--- src/rtl/canvas_port_arbiter_pkg.sv ---
// canvas_port_arbiter_pkg: canvas geometry and arbiter state encoding
// shared by the canvas port arbiter, mouse writer and recognizer.
package canvas_port_arbiter_pkg;

   localparam int CANVAS_ADDR_W = 10;
   localparam int CANVAS_SIZE   = 1 << CANVAS_ADDR_W;

   typedef enum logic [1:0] {
      ST_IDLE  = 2'd0,
      ST_READ  = 2'd1,
      ST_CLEAR = 2'd2
   } arb_state_t;

endpackage

--- src/rtl/canvas_wr_fifo.sv ---
// canvas_wr_fifo: small synchronous FIFO holding {addr, pixel} mouse
// writes while the canvas port is owned by another user.
module canvas_wr_fifo #(
   parameter int WIDTH = 11,
   parameter int DEPTH = 4
) (
   input  logic             clk,
   input  logic             rst_n,
   input  logic             push,
   input  logic             pop,
   input  logic             flush,
   input  logic [WIDTH-1:0] din,
   output logic [WIDTH-1:0] head,
   output logic             full,
   output logic             empty
);

   localparam int AW = $clog2(DEPTH);

   logic [AW:0]      wp;
   logic [AW:0]      rp;
   logic [WIDTH-1:0] mem [DEPTH];

   assign empty = (wp == rp);
   assign full  = (wp[AW] != rp[AW]) &&
                  (wp[AW-1:0] == rp[AW-1:0]);
   assign head  = mem[rp[AW-1:0]];

   // pointer update; flush empties the FIFO and wins over push/pop
   always_ff @(posedge clk) begin
      if (!rst_n || flush) begin
         wp <= '0;
         rp <= '0;
      end else begin
         if (push && !full)
            wp <= wp + (AW+1)'(1);
         if (pop && !empty)
            rp <= rp + (AW+1)'(1);
      end
   end

   // entry storage, written only on an accepted push
   always_ff @(posedge clk) begin
      if (push && !full)
         mem[wp[AW-1:0]] <= din;
   end

endmodule

--- src/rtl/canvas_port_arbiter.sv ---
// canvas_port_arbiter: owns canvas RAM port A and shares it between
// buffered mouse writes, recognizer read bursts and a zeroing sweep.
module canvas_port_arbiter
   import canvas_port_arbiter_pkg::*;
#(
   parameter int ADDR_W     = CANVAS_ADDR_W,
   parameter int FIFO_DEPTH = 4
) (
   input  logic              clk,
   input  logic              rst_n,
   input  logic              wr_en,
   input  logic [ADDR_W-1:0] wr_addr,
   input  logic              wr_data,
   input  logic              rd_req,
   input  logic [ADDR_W-1:0] rd_addr,
   output logic              rd_gnt,
   output logic              rd_data,
   input  logic              clear_start,
   output logic              clear_busy,
   output logic              clear_done,
   output logic              wr_overflow,
   output logic [ADDR_W-1:0] mem_addr,
   output logic              mem_d,
   output logic              mem_we,
   input  logic              mem_spo
);

   arb_state_t        state;
   logic              clear_pending;
   logic [ADDR_W-1:0] sweep;
   logic              done_q;
   logic              ovf_q;

   logic [ADDR_W:0]   fifo_head;
   logic              fifo_full;
   logic              fifo_empty;
   logic              flush;
   logic              push;
   logic              pop;

   // a new clear discards buffered pixels; pixels during a clear are stale
   assign flush = clear_start && !clear_pending;
   assign push  = wr_en && !clear_pending && !flush &&
                  (state != ST_CLEAR);
   // drain only when no clear or read is asking for the port
   assign pop   = (state == ST_IDLE) && !clear_pending &&
                  !clear_start && !rd_req && !fifo_empty;

   canvas_wr_fifo #(
      .WIDTH (ADDR_W + 1),
      .DEPTH (FIFO_DEPTH)
   ) u_fifo (
      .clk   (clk),
      .rst_n (rst_n),
      .push  (push),
      .pop   (pop),
      .flush (flush),
      .din   ({wr_addr, wr_data}),
      .head  (fifo_head),
      .full  (fifo_full),
      .empty (fifo_empty)
   );

   // arbiter FSM with clear request latch, sweep counter and flags
   always_ff @(posedge clk) begin
      if (!rst_n) begin
         state         <= ST_IDLE;
         clear_pending <= 1'b0;
         sweep         <= '0;
         done_q        <= 1'b0;
         ovf_q         <= 1'b0;
      end else begin
         done_q <= 1'b0;
         if (push && fifo_full)
            ovf_q <= 1'b1;
         unique case (state)
            ST_IDLE: begin
               if (clear_pending) begin
                  state         <= ST_CLEAR;
                  sweep         <= '0;
                  clear_pending <= 1'b0;
               end else if (rd_req && !clear_start) begin
                  state <= ST_READ;
               end
            end
            ST_READ: begin
               if (!rd_req)
                  state <= ST_IDLE;
            end
            ST_CLEAR: begin
               sweep <= sweep + ADDR_W'(1);
               if (&sweep) begin
                  state  <= ST_IDLE;
                  done_q <= 1'b1;
               end
            end
            default: state <= ST_IDLE;
         endcase
         if (clear_start)
            clear_pending <= 1'b1;
      end
   end

   // port A decode from registered state, FIFO head and read address
   always_comb begin
      mem_we   = 1'b0;
      mem_addr = '0;
      mem_d    = 1'b0;
      unique case (state)
         ST_IDLE: begin
            if (pop) begin
               mem_we   = 1'b1;
               mem_addr = fifo_head[ADDR_W:1];
               mem_d    = fifo_head[0];
            end
         end
         ST_READ: begin
            mem_addr = rd_addr;
         end
         ST_CLEAR: begin
            mem_we   = 1'b1;
            mem_addr = sweep;
         end
         default: ;
      endcase
   end

   assign rd_gnt      = (state == ST_READ);
   assign rd_data     = mem_spo;
   assign clear_busy  = clear_pending || (state == ST_CLEAR);
   assign clear_done  = done_q;
   assign wr_overflow = ovf_q;

endmodule

--- config.mk ---
export PLATFORM = sky130hd
export DESIGN_NAME = canvas_port_arbiter
export DESIGN_NICKNAME = d
export VERILOG_FILES = /design/src/rtl/canvas_port_arbiter_pkg.sv /design/src/rtl/canvas_wr_fifo.sv /design/src/rtl/canvas_port_arbiter.sv
export SDC_FILE = /design/constraint.sdc
export NUM_CORES = 1
export LEC_CHECK = 0
export BUFFER_PORTS_ARGS = -buffer_cell sky130_fd_sc_hd__buf_2
export CAP_MARGIN = 20
export CORE_MARGIN = 3
export CORE_UTILIZATION = 45
export CTS_BUF_LIST = sky130_fd_sc_hd__clkbuf_4
export CTS_CLUSTER_DIAMETER = 120
export CTS_CLUSTER_SIZE = 12
export DETAILED_ROUTE_END_ITERATION = 10
export PLACE_DENSITY = 0.65
export SLEW_MARGIN = 5
export SYNTH_ARGS = -nofsm -noshare
export SYNTH_HDL_FRONTEND = slang
export SYNTH_SLANG_ARGS = --single-unit
--- constraint.sdc ---
create_clock -name clk -period 2.6 [get_ports clk]
set_input_delay 0.26 -clock clk [delete_from_list [all_inputs] [get_ports clk]]
set_output_delay 0.26 -clock clk [all_outputs]
set_load 0.02 [all_outputs]
==> results.cfg <==
[routing]
dr_total_vias = 2001
dr.pass1.iters = 4
drt-total-wl_um = 5850
drt-wirelength-per-cell_um = 16.0
vias_per_cell = 5.48
drcViolationCount = 0
ant_nets = 0
drtIter0Drc = 115

[synthesis]
ys_seq_area_frac = 0.608
ys_top_cells_by_count = edfxtp_1 (44), dfxtp_1 (23), o21ai_0 (21)
syn-num-nets = 264
synth.top_cell.area_share = 0.451
yosysWarnings = 0
synthDistinctLibCells = 40
synth_flop_cell = edfxtp_1
synth_edf_count = 44
synth_most_common_cell = edfxtp_1
synth_area_mm2 = 0.00293
ys_ff_latch = 67
yosysTopAreaCell = edfxtp_1
syn_inst = 231
synth_async_sr_flop_share = 0
ys_top_cells_by_area = edfxtp_1 (45%), dfxtp_1 (16%), mux4_2 (8.5%), o21ai_0 (3.6%), a22oi_1 (2.6%)
avgSynthCellArea_um2 = 12.7

[setup_path]
crit_arrival_ns = 2.25
cp_top_family = simple AND/OR/NAND/NOR gates
required_ns = 2.34
critPathLaunchType = flop
slowest_stage = or4_1
crit_chain = or4_1 -> a311o_2 -> buf_4 -> nor2b_1 -> buf_4
crit_top_cell = buf_4
cp_num_buf_inv = 2
critical_path.max_fanout = 8
max_stage_delay_ns = 0.52
endpoint_kind = output port
crit_type = flop to output port

[cells_and_area]
multi_input_area_mm2 = 0.00103
regArea_mm2 = 0.00179
area_growth_pct = 17.4
fillers = 532
drive_gt1_frac = 0.300
num_antenna_cells = 0
nets = 318
post-route-util = 0.564

[sta]
slew_violations = 0
tightest_slew_ns = 0.640
fin_crit_ns = 2.51
relSlewSlack = 0.573
fin_crit_sh = 0.966
rsz0062_at_grt = false
finClkSkew_ns = 0.0197
setup_viol = 0
fmax_ghz = 0.398
setup_tns_ns = 0
hold_viol = 0

[global_routing]
grt_max_degree = 18
grt_pass1_wl_um = 9680
antenna_found_initial = 0
grt_pass1_vias = 2011
grt_overflow = 0
grt_use_total = 0.171

[clocking]
cts_buffer_depth = 2
cts.htree.levels = 3
cts_hold_buf = 0
clock-root-buffer = clkbuf_4
cts_tree = built
worstSkewPairLatency_ns = 0.41
cts_buffers = 9
clkTransAtPathRegs_ns = 0.12
clock-sinks = 67

[min_path]
hold_path_class = primary input to flop

[floorplan]
fp.dieW_um = 86.7
die_height_um = 86.7
rows = 28
initial_core_util = 0.481
pin_count = 44
die_area_mm2 = 0.00752
core_area_mm2 = 0.00610

[run]
cap_violations = 0

[status]
status = completed

[pwr]
ir_drop_v = 0.000286
power_leakage_nw = 1.28
power_density_mw_per_mm2 = 579

[placed_design]
io_buffers = 41
gp_congestion = 0.818
dpl.hpwl_um = 4210
==> state kept, by name, indices dropped and copies added, names as in the netlist, named ones only <==
register,flops
clear_done,1
clear_pending,1
state,2
sweep,10
u_fifo.mem,44
u_fifo.rp,3
u_fifo.wp,3
wr_overflow,1
==> cells by family after synthesis <==
family	count (synthesis)	synth area share
flip-flops	67	0.608
AO/OA/AOI/OAI	59	0.129
AND/OR/NAND/NOR	52	0.0944
buffers and inverters	30	0.0410
multiplexers	11	0.0845
XOR/XNOR	6	0.0179
adder cells (fa/ha/maj)	6	0.0256
==> cell usage in the layout, fill, tap and decap left out, drive strengths merged, types with 4 or more instances in the layout <==
cell,instances
buf,56
edfxtp,44
dfxtp,23
o21ai,21
inv,19
nor2,12
a21oi,12
mux4,11
a22oi,10
clkbuf,9
nand2,8
nand3,6
ha,6
nand4,5
xnor2,4
and2,4
nor3,4
==> where the power goes <==
| part | total (mW) | internal, mW | switching, mW |
|---|---|---|---|
| Sequential | 1.16 | 1.15 | 0.0127 |
| Combinational | 0.137 | 0.0544 | 0.0830 |
| Clock | 0.693 | 0.298 | 0.396 |
==> final cells by class <==
cell class,count,share of cell area
inverters,17,0.0186
clock inverters,7,0.0218
well taps,75,0.0273
clock buffers,9,0.0196
flip-flops and latches,67,0.519
multi-input cells,134,0.299
repair buffers,56,0.0939
==> worst reg2reg max path, delay by kind of cell, from the launching register on <==
kind | cells | cell delay (ns)
AO/OA/AOI/OAI | 1 | 0.49
flip-flops | 1 | 0.37
buffers and inverters | 1 | 0.17
AND/OR/NAND/NOR | 2 | 0.74
==> repair_timing <==
item                                    in CTS  in global routing
endpoints found under the setup margin      12                  9
setup buffers                                0                  4
hold endpoints to repair                     0                  0
resized for setup                            1                  8
pin swaps                                    1                  1
==> final timing paths <==
path,from,end,slack (ns),cells past startpoint
setup / recovery,state[0]$_SDFFE_PN0P_,mem_d,0.09,5
hold / removal,wr_addr[2],u_fifo.mem[3][3]$_DFFE_PP_,0.06,1
setup reg to reg,clear_pending$_SDFFE_PN0P_,u_fifo.mem[1][8]$_DFFE_PP_,0.55,4
hold reg to reg,wr_overflow$_SDFFE_PN0P_,wr_overflow$_SDFFE_PN0P_,0.49,1
==> metrics by stage <==
step / hold WS (ns) / instance area [µm²] / total power, mW / std cells / worst slack [ns]
detailed placement: 0.455 / 3260 / 1.32 / 345 / 0.378
floorplan: 0.359 / 2930 / 1.26 / 231 / 0.418
global route: 0.0261 / 3440 / 2.09 / 365 / 0.00437
CTS: 0.0221 / 3400 / 2.02 / 361 / 0.0375
global placement: 0.444 / 3260 / 1.32 / 345 / 0.403
finish: 0.0623 / 3440 / 1.99 / 365 / 0.0877
==> layer usage <==
| layer | up-vias | global-route usage | part of all wire |
|---|---|---|---|
| met5 | - | 0 | 0 |
| met4 | 0 | 0.0779 | 0.014 |
| met3 | 9 | 0.0523 | 0.044 |
| met2 | 42 | 0.275 | 0.51 |
| met1 | 965 | 0.212 | 0.43 |
| li1 | 985 | - | - |
Power figures use the tool's default switching activity.
